==> src/rtl/arcade_input_pkg.sv <==
// rtl/arcade_input_pkg.sv - scan codes, joystick/ctrl bit indices, coin FSM states
package arcade_input_pkg;

  // PS/2 set-2 scan codes
  localparam logic [7:0] KEY_UP          = 8'h75;
  localparam logic [7:0] KEY_DOWN        = 8'h72;
  localparam logic [7:0] KEY_LEFT        = 8'h6B;
  localparam logic [7:0] KEY_RIGHT       = 8'h74;
  localparam logic [7:0] KEY_FIRE_SPACE  = 8'h29;
  localparam logic [7:0] KEY_FIRE_CTRL   = 8'h14;
  localparam logic [7:0] KEY_START1      = 8'h05;
  localparam logic [7:0] KEY_START1_ALT  = 8'h16;
  localparam logic [7:0] KEY_START2      = 8'h06;
  localparam logic [7:0] KEY_START2_ALT  = 8'h1E;
  localparam logic [7:0] KEY_COIN_A      = 8'h2E;
  localparam logic [7:0] KEY_COIN_B      = 8'h36;
  localparam logic [7:0] KEY_P2_UP       = 8'h2D;
  localparam logic [7:0] KEY_P2_DOWN     = 8'h2B;
  localparam logic [7:0] KEY_P2_LEFT     = 8'h23;
  localparam logic [7:0] KEY_P2_RIGHT    = 8'h34;
  localparam logic [7:0] KEY_P2_FIRE     = 8'h1C;

  // HPS joystick word bit positions
  localparam int JOY_R      = 0;
  localparam int JOY_L      = 1;
  localparam int JOY_D      = 2;
  localparam int JOY_U      = 3;
  localparam int JOY_FIRE   = 4;
  localparam int JOY_START1 = 5;
  localparam int JOY_START2 = 6;

  // Output control vector {fire,right,left,down,up}
  localparam int CTRL_UP    = 0;
  localparam int CTRL_DOWN  = 1;
  localparam int CTRL_LEFT  = 2;
  localparam int CTRL_RIGHT = 3;
  localparam int CTRL_FIRE  = 4;

  typedef enum logic [1:0] {IDLE, ON, OFF} coin_state_t;

  typedef struct packed {
    logic p1_up;
    logic p1_down;
    logic p1_left;
    logic p1_right;
    logic p1_fire;
    logic start1;
    logic start2;
    logic coin_a;
    logic coin_b;
    logic p2_up;
    logic p2_down;
    logic p2_left;
    logic p2_right;
    logic p2_fire;
  } key_state_t;

  // Horizontal cabinet: the stick is turned a quarter, fire stays put
  function automatic logic [4:0] rotate_ctrl(input logic [4:0] raw, input logic rot);
    logic [4:0] r;
    r = raw;
    if (rot) begin
      r[CTRL_UP]    = raw[CTRL_LEFT];
      r[CTRL_DOWN]  = raw[CTRL_RIGHT];
      r[CTRL_LEFT]  = raw[CTRL_DOWN];
      r[CTRL_RIGHT] = raw[CTRL_UP];
    end
    return r;
  endfunction

endpackage

==> src/rtl/coin_pulse_gen.sv <==
// rtl/coin_pulse_gen.sv - saturating coin request queue and timed coin pulse FSM
module coin_pulse_gen
  import arcade_input_pkg::*;
#(
  parameter int COIN_ON_CYCLES  = 1200000,
  parameter int COIN_OFF_CYCLES = 1200000,
  parameter int QUEUE_MAX       = 3
) (
  input  logic       clk_sys,
  input  logic       reset,
  input  logic [2:0] req_count,
  output logic       coin,
  output logic [1:0] pending
);

  localparam int CNT_MAX = (COIN_ON_CYCLES > COIN_OFF_CYCLES) ? COIN_ON_CYCLES : COIN_OFF_CYCLES;
  localparam int CNT_W   = (CNT_MAX > 1) ? $clog2(CNT_MAX) : 1;
  localparam logic [CNT_W-1:0] ON_LOAD  = CNT_W'(COIN_ON_CYCLES - 1);
  localparam logic [CNT_W-1:0] OFF_LOAD = CNT_W'(COIN_OFF_CYCLES - 1);
  localparam logic [3:0] QMAX = 4'(QUEUE_MAX);

  coin_state_t      state;
  logic [CNT_W-1:0] cnt;
  logic             pop;
  logic [3:0]       sum;
  logic [1:0]       pending_d;

  // A pending credit is taken when idle, or straight out of the gap so pulses run back to back
  assign pop = (pending != 2'd0) && ((state == IDLE) || ((state == OFF) && (cnt == '0)));

  // Queue depth update: pushes and pop net out, result clamps at QUEUE_MAX
  always_comb begin
    sum       = {2'b00, pending} + {1'b0, req_count} - {3'b000, pop};
    pending_d = (sum > QMAX) ? QMAX[1:0] : sum[1:0];
  end

  // Queue register and pulse FSM with registered coin output
  always_ff @(posedge clk_sys or posedge reset) begin
    if (reset) begin
      state   <= IDLE;
      cnt     <= '0;
      coin    <= 1'b0;
      pending <= 2'd0;
    end else begin
      pending <= pending_d;
      case (state)
        IDLE: begin
          if (pop) begin
            state <= ON;
            cnt   <= ON_LOAD;
            coin  <= 1'b1;
          end
        end
        ON: begin
          if (cnt == '0) begin
            state <= OFF;
            cnt   <= OFF_LOAD;
            coin  <= 1'b0;
          end else begin
            cnt <= cnt - 1'b1;
          end
        end
        OFF: begin
          if (cnt == '0) begin
            if (pop) begin
              state <= ON;
              cnt   <= ON_LOAD;
              coin  <= 1'b1;
            end else begin
              state <= IDLE;
            end
          end else begin
            cnt <= cnt - 1'b1;
          end
        end
        default: begin
          state <= IDLE;
          coin  <= 1'b0;
        end
      endcase
    end
  end

endmodule

==> src/rtl/arcade_input_ctrl.sv <==
// rtl/arcade_input_ctrl.sv - PS/2 + joystick merge, control rotation, coin request generation
module arcade_input_ctrl
  import arcade_input_pkg::*;
#(
  parameter int COIN_ON_CYCLES  = 1200000,
  parameter int COIN_OFF_CYCLES = 1200000,
  parameter int QUEUE_MAX       = 3
) (
  input  logic        clk_sys,
  input  logic        reset,
  input  logic [10:0] ps2_key,
  input  logic [15:0] joystick_0,
  input  logic [15:0] joystick_1,
  input  logic        rotate,
  output logic [4:0]  p1_ctrl,
  output logic [4:0]  p2_ctrl,
  output logic        start1,
  output logic        start2,
  output logic        coin1,
  output logic [1:0]  coin_pending
);

  key_state_t key_q, key_d;
  logic       toggle_q, primed_q, key_event, pressed, ext;
  logic [7:0] scan;
  logic [6:0] joy_any;
  logic [4:0] p1_raw, p2_raw;
  logic       start1_d, start2_d;
  logic       start1_hist, start2_hist, coin_a_hist, coin_b_hist;
  logic [2:0] req_count;
  logic       unused_joy_hi;

  assign unused_joy_hi = ^{joystick_0[15:7], joystick_1[15:7]};

  assign pressed   = ps2_key[9];
  assign ext       = ps2_key[8];
  assign scan      = ps2_key[7:0];
  assign key_event = primed_q && (ps2_key[10] != toggle_q);
  assign joy_any   = joystick_0[6:0] | joystick_1[6:0];

  // Next key state: arrows accept either prefix, everything else only unprefixed codes
  always_comb begin
    key_d = key_q;
    if (key_event) begin
      case (scan)
        KEY_UP:    key_d.p1_up    = pressed;
        KEY_DOWN:  key_d.p1_down  = pressed;
        KEY_LEFT:  key_d.p1_left  = pressed;
        KEY_RIGHT: key_d.p1_right = pressed;
        default: begin
          if (!ext) begin
            case (scan)
              KEY_FIRE_SPACE, KEY_FIRE_CTRL: key_d.p1_fire  = pressed;
              KEY_START1, KEY_START1_ALT:    key_d.start1   = pressed;
              KEY_START2, KEY_START2_ALT:    key_d.start2   = pressed;
              KEY_COIN_A:                    key_d.coin_a   = pressed;
              KEY_COIN_B:                    key_d.coin_b   = pressed;
              KEY_P2_UP:                     key_d.p2_up    = pressed;
              KEY_P2_DOWN:                   key_d.p2_down  = pressed;
              KEY_P2_LEFT:                   key_d.p2_left  = pressed;
              KEY_P2_RIGHT:                  key_d.p2_right = pressed;
              KEY_P2_FIRE:                   key_d.p2_fire  = pressed;
              default: ;
            endcase
          end
        end
      endcase
    end
  end

  // Keyboard and joystick merge ahead of the output registers
  always_comb begin
    p1_raw             = '0;
    p1_raw[CTRL_UP]    = key_d.p1_up    | joy_any[JOY_U];
    p1_raw[CTRL_DOWN]  = key_d.p1_down  | joy_any[JOY_D];
    p1_raw[CTRL_LEFT]  = key_d.p1_left  | joy_any[JOY_L];
    p1_raw[CTRL_RIGHT] = key_d.p1_right | joy_any[JOY_R];
    p1_raw[CTRL_FIRE]  = key_d.p1_fire  | joy_any[JOY_FIRE];
    p2_raw             = '0;
    p2_raw[CTRL_UP]    = key_d.p2_up    | joystick_1[JOY_U];
    p2_raw[CTRL_DOWN]  = key_d.p2_down  | joystick_1[JOY_D];
    p2_raw[CTRL_LEFT]  = key_d.p2_left  | joystick_1[JOY_L];
    p2_raw[CTRL_RIGHT] = key_d.p2_right | joystick_1[JOY_R];
    p2_raw[CTRL_FIRE]  = key_d.p2_fire  | joystick_1[JOY_FIRE];
    start1_d           = key_d.start1   | joy_any[JOY_START1];
    start2_d           = key_d.start2   | joy_any[JOY_START2];
  end

  // The first cycle out of reset only learns the toggle so a stale event is not replayed
  always_ff @(posedge clk_sys or posedge reset) begin
    if (reset) begin
      toggle_q <= 1'b0;
      primed_q <= 1'b0;
      key_q    <= '0;
    end else begin
      toggle_q <= ps2_key[10];
      primed_q <= 1'b1;
      key_q    <= key_d;
    end
  end

  // Registered player controls and start levels
  always_ff @(posedge clk_sys or posedge reset) begin
    if (reset) begin
      p1_ctrl <= '0;
      p2_ctrl <= '0;
      start1  <= 1'b0;
      start2  <= 1'b0;
    end else begin
      p1_ctrl <= rotate_ctrl(p1_raw, rotate);
      p2_ctrl <= rotate_ctrl(p2_raw, rotate);
      start1  <= start1_d;
      start2  <= start2_d;
    end
  end

  // History for rising-edge coin requests
  always_ff @(posedge clk_sys or posedge reset) begin
    if (reset) begin
      start1_hist <= 1'b0;
      start2_hist <= 1'b0;
      coin_a_hist <= 1'b0;
      coin_b_hist <= 1'b0;
    end else begin
      start1_hist <= start1;
      start2_hist <= start2;
      coin_a_hist <= key_q.coin_a;
      coin_b_hist <= key_q.coin_b;
    end
  end

  assign req_count = {2'b00, start1 & ~start1_hist}
                   + {2'b00, start2 & ~start2_hist}
                   + {2'b00, key_q.coin_a & ~coin_a_hist}
                   + {2'b00, key_q.coin_b & ~coin_b_hist};

  coin_pulse_gen #(
    .COIN_ON_CYCLES (COIN_ON_CYCLES),
    .COIN_OFF_CYCLES(COIN_OFF_CYCLES),
    .QUEUE_MAX      (QUEUE_MAX)
  ) u_coin (
    .clk_sys  (clk_sys),
    .reset    (reset),
    .req_count(req_count),
    .coin     (coin1),
    .pending  (coin_pending)
  );

endmodule
==> config.mk <==
export PLATFORM = sky130hd
export DESIGN_NAME = arcade_input_ctrl
export DESIGN_NICKNAME = d
export VERILOG_FILES = /design/src/rtl/arcade_input_pkg.sv /design/src/rtl/coin_pulse_gen.sv /design/src/rtl/arcade_input_ctrl.sv
export SDC_FILE = /design/constraint.sdc
export NUM_CORES = 1
export LEC_CHECK = 0
export ABC_AREA = 1
export CORE_ASPECT_RATIO = 0.8
export CORE_MARGIN = 8
export CORE_UTILIZATION = 30
export DETAILED_ROUTE_END_ITERATION = 7
export HOLD_SLACK_MARGIN = 0.02
export PLACE_DENSITY_LB_ADDON = 0.25
export SLEW_MARGIN = 20
export SYNTH_ARGS = -nofsm -noshare
export SYNTH_HDL_FRONTEND = slang
export SYNTH_HIERARCHICAL = 1
export SYNTH_SLANG_ARGS = --single-unit
==> constraint.sdc <==
create_clock -name clk_sys -period 2.85 [get_ports clk_sys]
set_input_delay 0.4275 -clock clk_sys [delete_from_list [all_inputs] [get_ports clk_sys]]
set_output_delay 0.4275 -clock clk_sys [all_outputs]
set_load 0.01 [all_outputs]
==> results of run 1 <==
## path summary, 6_finish.rpt
check                                            from                     endpoint  slack (ns)  depth (start not counted)
worst max-delay path            coin_b_hist$_DFF_PP0_  u_coin/pending[0]$_DFF_PP0_        0.12                         15
worst min-delay path             key_q[6]$_DFFE_PP0P_        coin_a_hist$_DFF_PP0_        0.37                          0
worst max register to register  coin_b_hist$_DFF_PP0_  u_coin/pending[0]$_DFF_PP0_        0.12                         15
worst min register to register   key_q[6]$_DFFE_PP0P_        coin_a_hist$_DFF_PP0_        0.37                          0
max in group asynchronous                       reset         p2_ctrl[1]$_DFF_PP0_        2.03                          3
min in group asynchronous                       reset   u_coin/cnt[15]$_DFFE_PP0P_        0.50                          3
## flip-flops by register name (all words and copies together) (netlist names), 2 cells and up
name,count
p2_ctrl,5
p1_ctrl,5
u_coin/cnt,21
u_coin/state,2
u_coin/pending,2
key_q,14
## power groups by stage
stage | Sequential (mW) | Combinational [mW] | Clock [mW]
floorplan | 0.892 | 0.165 | 0
global placement | 0.885 | 0.298 | 0
detailed placement | 0.885 | 0.310 | 0
CTS | 0.871 | 0.327 | 1.19
global route | 0.874 | 0.387 | 1.22
finish | 0.870 | 0.341 | 1.16
## synthesized netlist by cell type
library cell	number
a21o_1	1
a21oi_1	10
a2bb2oi_1	1
a31oi_1	2
and2_1	1
buf_2	2
clkbuf_1	3
clkinv_1	2
conb_1	1
dfrtp_1	58
fa_1	2
ha_1	14
inv_1	97
inv_2	5
nand2_1	164
nand2_2	11
nand2_4	3
nand3_1	24
nand3_4	1
nand3b_1	1
nand4_1	10
nand4_4	1
nor2_1	62
nor2_2	14
nor2_4	8
nor3_1	1
o21a_1	1
o21ai_0	12
o21ai_1	10
o21ai_2	7
o21ai_4	1
o22ai_1	3
o31ai_1	3
or2_2	1
xnor2_1	2
xor2_1	9
## layout make-up
| type | count | area share |
|---|---|---|
| multi-input combinational | 381 | 0.419 |
| clock inverter | 7 | 0.0191 |
| sequential | 58 | 0.295 |
| inverter | 104 | 0.0800 |
| tap | 175 | 0.0446 |
| clock buffer | 9 | 0.0458 |
| timing repair buffer | 49 | 0.0963 |
## metal layers
layer | vias to the layer above | track usage
met3 | 12 | 0.0357
li1 | 1786 | -
met4 | 0 | 0.0417
met2 | 71 | 0.175
met1 | 1575 | 0.157
met5 | - | 0
## repair_timing
| item | 4_1_cts | 5_1_grt |
|---|---|---|
| gates cloned | 0 | 0 |
| hold buffers | 0 | 0 |
| pin swaps | 7 | 6 |
| setup endpoints to repair | 2 | 2 |
| gates resized for setup | 4 | 7 |
| buffers inserted | 0 | 2 |
## kinds of logic after synthesis
family	count (synthesis)	synth area share
AND/OR/NAND/NOR	302	0.355
AO/OA/AOI/OAI	51	0.0815
XOR/XNOR	11	0.0249
buffers and inverters	109	0.106
adder cells (fa/ha/maj)	16	0.0556
other	1	0.000969
flip-flops	58	0.375
## stage by stage
| step | setup slack, ns | total power [mW] | setup TNS [ns] |
|---|---|---|---|
| finish | 0.120 | 2.37 | 0 |
| global route | -0.0112 | 2.48 | -0.0212 |
| CTS | 0.0346 | 2.39 | 0 |
| detailed placement | -0.0433 | 1.19 | -0.0755 |
| global placement | 0.0193 | 1.18 | 0 |
| floorplan | 0.0810 | 1.06 | 0 |
## worst max-delay path, stage by stage (launching register included)
cell and delay [ns]:
dfrtp_1 0.36, inv_1 0.07, nand2_2 0.06, fa_1 0.53
inv_1 0.04, ha_2 0.19, ha_4 0.26, inv_2 0.03
ha_4 0.26, inv_4 0.04, ha_4 0.20, a21o_1 0.18
a21oi_2 0.12, xor2_1 0.08, nor2_1 0.12, nand2_1 0.07
==> metrics.cfg, run 1 <==
[die]
core_sq_mm=0.0127
die_x_um=143
dieHeight_um=118
ios=61
initial_core_util=0.304
core.rowCount=37
die_area_sq_mm=0.0168

[setup_path]
critical_path_class=flop to flop
crit_path_end_kind=flop
cp-start-kind=flop
critPathArrivalTime_ns=2.95
cp_data_required_time_ns=3.07
cp_max_fo=2

[global_route]
grt_usage=0.118
grt_pass1_vias=3444
grt_start_max_net_pins=33
grt_pass1_wl_um=16100
antenna_found_initial=0
grt_overflow=0

[detailed_routing]
met3_wirelength_um=457
routedWlPerCell_um=11.7
top_layer=met4
dr.pass1.iters=5
wl_met1_um=4470
ant_nets=0
drcViolationCount=0
routed-via-count=3444
finalWirelength_um=9150
wl_met2_um=4080
drt-vias-per-instance=4.40
drtIter0Drc=225

[power_and_ir_drop]
p_seq_frac=0.367
power_leakage_nw=2.40
switching_share=0.252
p_sw_mw=0.599
internal-power_mw=1.77
power.density_mw_per_mm2=483
ir_worst_vdd_uv=257
p_clk_frac=0.490
p_comb_frac=0.143

[final_layout]
final_common_cell=nand2_1
regArea_sq_mm=0.00145
fin_util=0.386
final_cell_mix=162 x nand2_1, 95 x inv_1, 62 x nor2_1
final_cells=783
drive_above_1_share=0.140
nNetsFinal=665
multi_input_area_sq_mm=0.00206
area_growth_pct=27.0
nFillCells=1318
n_antenna_cell=0
fin_area_sq_mm=0.00491

[yosys]
ys_seq_area_frac=0.375
ys_types=36
syn_area_per_cell_sq_um=7.06
yosys.area.top_type=dfrtp_1
synth_nets=610
ys_warn_count=6
syn_area_sq_mm=0.00387
synth_area_leaders=dfrtp_1 38%, nand2_1 16%, inv_1 9.4%, nor2_1 6.0%, ha_1 4.5%
ys_ff_latch=58
synth_top_area_share=0.375
synthCells=548

[sta]
maxSlewViolCount=0
skew_ns=0.00604
fin_hold_ws_ns=0.373
finalSetupViolations=0
max_freq_mhz=366
min_period_over_period=0.958
finalCriticalPeriod_ns=2.73
hold_viol_final=0

[clocking]
cts_tree=done
clock_path_buffers=2
htreeDepth=3
cts-root-buf=clkbuf_16
clk_pin_slew_ns=0.05
numClockSinks=58
cts_made_buffers=9
clock_latency_ns=0.33

[placement]
place_area_sq_mm=0.00452
place_hpwl_um=7010
portBuffers=42
place_congestion=0.838
placed_cells=765

[run_status]
outcome=finished clean

[run]
drv_cap=0

[hold_path]
min_path_type=flop to flop

Power figures use the tool's default switching activity.
==> run 2, diff against run 1 <==
- CORE_MARGIN: 8 -> 4
==> run 2 against run 1 <==
Compared with the run above:
- cell count down 0.77%
- non-clock buffer count down 1
- critical path depth down 2
- sequential share of layout area up 0.14 points
- clock power about the same
- core utilization up 0.88 points
- critical path type unchanged
==> metrics.cfg, run 2 (same netlist as run 1, synthesis figures left out) <==
[detailed_routing]
ant_nets=0  ; unchanged
drcViolationCount=0  ; unchanged
finalWirelength_um=8990  ; -1.7%
dr.pass1.iters=5  ; unchanged
drtIter0Drc=156  ; -31%
routedWlPerCell_um=11.6  ; -0.91%
drt-vias-per-instance=4.46  ; +1.5%
routed-via-count=3468  ; +0.70%

[sta]
rsz0062_at_grt=true
finalSetupViolations=0  ; unchanged
min_period_over_period=0.965  ; +0.00690
maxSlewViolCount=0  ; unchanged
hold_viol_final=0  ; unchanged
finalCriticalPeriod_ns=2.75  ; +0.0197 ns
skew_ns=0.00990  ; +0.00386 ns
fin_ws_ns=0.101  ; -0.0197 ns
max_freq_mhz=364  ; -0.72%

[clocking]
clock_path_buffers=2  ; unchanged
clk_pin_slew_ns=0.05  ; about the same
cts_tree=done
numClockSinks=58  ; unchanged
post_cts_buffers=0  ; unchanged
cts-root-buf=clkbuf_16
htreeDepth=3  ; unchanged
cts_made_buffers=9  ; unchanged
clock_latency_ns=0.33  ; about the same

[setup_path]
worstReg2RegStart=coin_b_hist$_DFF_PP0_
crit-reg2reg-capture=u_coin/pending[0]$_DFF_PP0_
r2r_slack_ns=0.10  ; -0.02 ns
crit_chain=inv_2, nand2_2, fa_1, inv_1, ha_2, ha_4, inv_4, ha_4, inv_4, fa_1, xor2_1, nor2_1, nand2_1
critical_path.max_stage_delay_ns=0.53  ; about the same
crit_path_end_kind=flop
rr_worst_depth=13  ; -2
critical_path_class=flop to flop
cp_max_fo=2  ; unchanged
cp-start-kind=flop
critPathArrivalTime_ns=2.96  ; about the same
slowest_stage=fa_1
cp_data_required_time_ns=3.06  ; about the same

[die]
dieHeight_um=110  ; -6.8%
ios=61  ; unchanged
core_sq_mm=0.0124  ; -2.7%
die_x_um=135  ; -5.6%
die_area_sq_mm=0.0148  ; -12%
initial_core_util=0.312  ; +0.00844
core.rowCount=36  ; -2.7%

[final_layout]
drive_above_1_share=0.139  ; -0.00119
largestRegisters=u_coin/cnt: 21 flops, key_q: 14 flops
area_growth_pct=26.4
fin_area_sq_mm=0.00489  ; -0.48%
fin_util=0.395  ; +0.00880
nNetsFinal=664  ; -0.15%
largest_reg_flops=21  ; unchanged
final_cell_mix=162 x nand2_1, 93 x inv_1, 62 x nor2_1
regMostFlops=u_coin/cnt
n_antenna_cell=0  ; unchanged
final_common_cell=nand2_1
nFillCells=1282  ; -2.7%

[power_and_ir_drop]
power.density_mw_per_mm2=480  ; -0.67%
power_leakage_nw=2.39  ; -0.36%
ir_worst_vdd_uv=290  ; +13%

[hold_path]
min_path_type=flop to flop
hold_start=key_q[6]$_DFFE_PP0P_
holdPathStages=0  ; unchanged
hold_end=coin_a_hist$_DFF_PP0_

[global_route]
grt_usage=0.135  ; +0.0169
grt_overflow=0  ; unchanged
grt_pass1_wl_um=16000  ; -0.69%
grt_pass1_vias=3501  ; +1.7%
grt_start_max_net_pins=27  ; -18%
antenna_found_initial=0  ; unchanged

[run_status]
outcome=finished clean

[placement]
pre_cts_slack_ns=-0.0688  ; -0.0255 ns
place_hpwl_um=6890  ; -1.7%
place_congestion=0.868  ; +3.6%
portBuffers=42  ; unchanged
place_area_sq_mm=0.00453  ; about the same

[run]
drv_cap=0  ; unchanged

==> run 2: layer usage <==
metal	vias to the layer above	global-route usage	wire length (um)
met2	68	0.209	3960
met3	7	0.0375	408
met4	0	0.0532	86
met5	-	0	0
met1	1612	0.179	4540
li1	1781	-	-
==> run 2: stage by stage <==
stage | instances | hold WS [ns] | TNS [ns] | power [mW]
final | 777 | 0.372 | 0 | 2.35
after CTS | 777 | 0.372 | 0 | 2.38
after global placement | 762 | 0.357 | 0 | 1.18
after global routing | 777 | 0.404 | -0.0806 | 2.46
after floorplan | 548 | 0.354 | 0 | 1.06
after detailed placement | 762 | 0.358 | -0.129 | 1.19
==> run 2: worst max path at each step <==
stage	cells past startpoint	end	from
floorplan	14	u_coin/pending[0]$_DFF_PP0_	start1$_DFF_PP0_
global placement	15	u_coin/pending[0]$_DFF_PP0_	start1_hist$_DFF_PP0_
detailed placement	15	u_coin/pending[0]$_DFF_PP0_	start1_hist$_DFF_PP0_
CTS	15	u_coin/pending[0]$_DFF_PP0_	start1_hist$_DFF_PP0_
global route	15	u_coin/pending[0]$_DFF_PP0_	coin_b_hist$_DFF_PP0_
finish	13	u_coin/pending[0]$_DFF_PP0_	coin_b_hist$_DFF_PP0_
==> run 2: what timing repair did <==
| action | in CTS | in global routing |
|---|---|---|
| endpoints found under the setup margin | 2 | 2 |
| hold buffers | 0 | 0 |
| pin swaps | 6 | 9 |
| gates resized for setup | 3 | 10 |
==> run 2: cell type report <==
class                      instances  area (sq um)  share of cell area
clock inverter                     6          82.6              0.0169
clock buffer                       9           225              0.0461
tap                              171           214              0.0438
multi-input combinational        381          2050               0.420
inverter                         104           395              0.0809
timing repair buffer              48           465              0.0952
sequential                        58          1450               0.297
==> run 2: power breakdown <==
group | total, mW | internal, mW | switching [mW] | leakage (nW)
registers | 0.871 | 0.854 | 0.0172 | 0.629
clock network | 1.14 | 0.754 | 0.383 | 0.151
logic | 0.337 | 0.159 | 0.179 | 1.61
total | 2.35 | 1.77 | 0.579 | 2.39
==> run 2: worst max-delay path, delay by kind of cell, from the launching register on <==
family / cells / cell delay [ns]
adder cells (fa/ha/maj): 5 / 1.68
XOR/XNOR: 1 / 0.17
flip-flops: 1 / 0.37
AND/OR/NAND/NOR: 3 / 0.26
buffers and inverters: 4 / 0.16
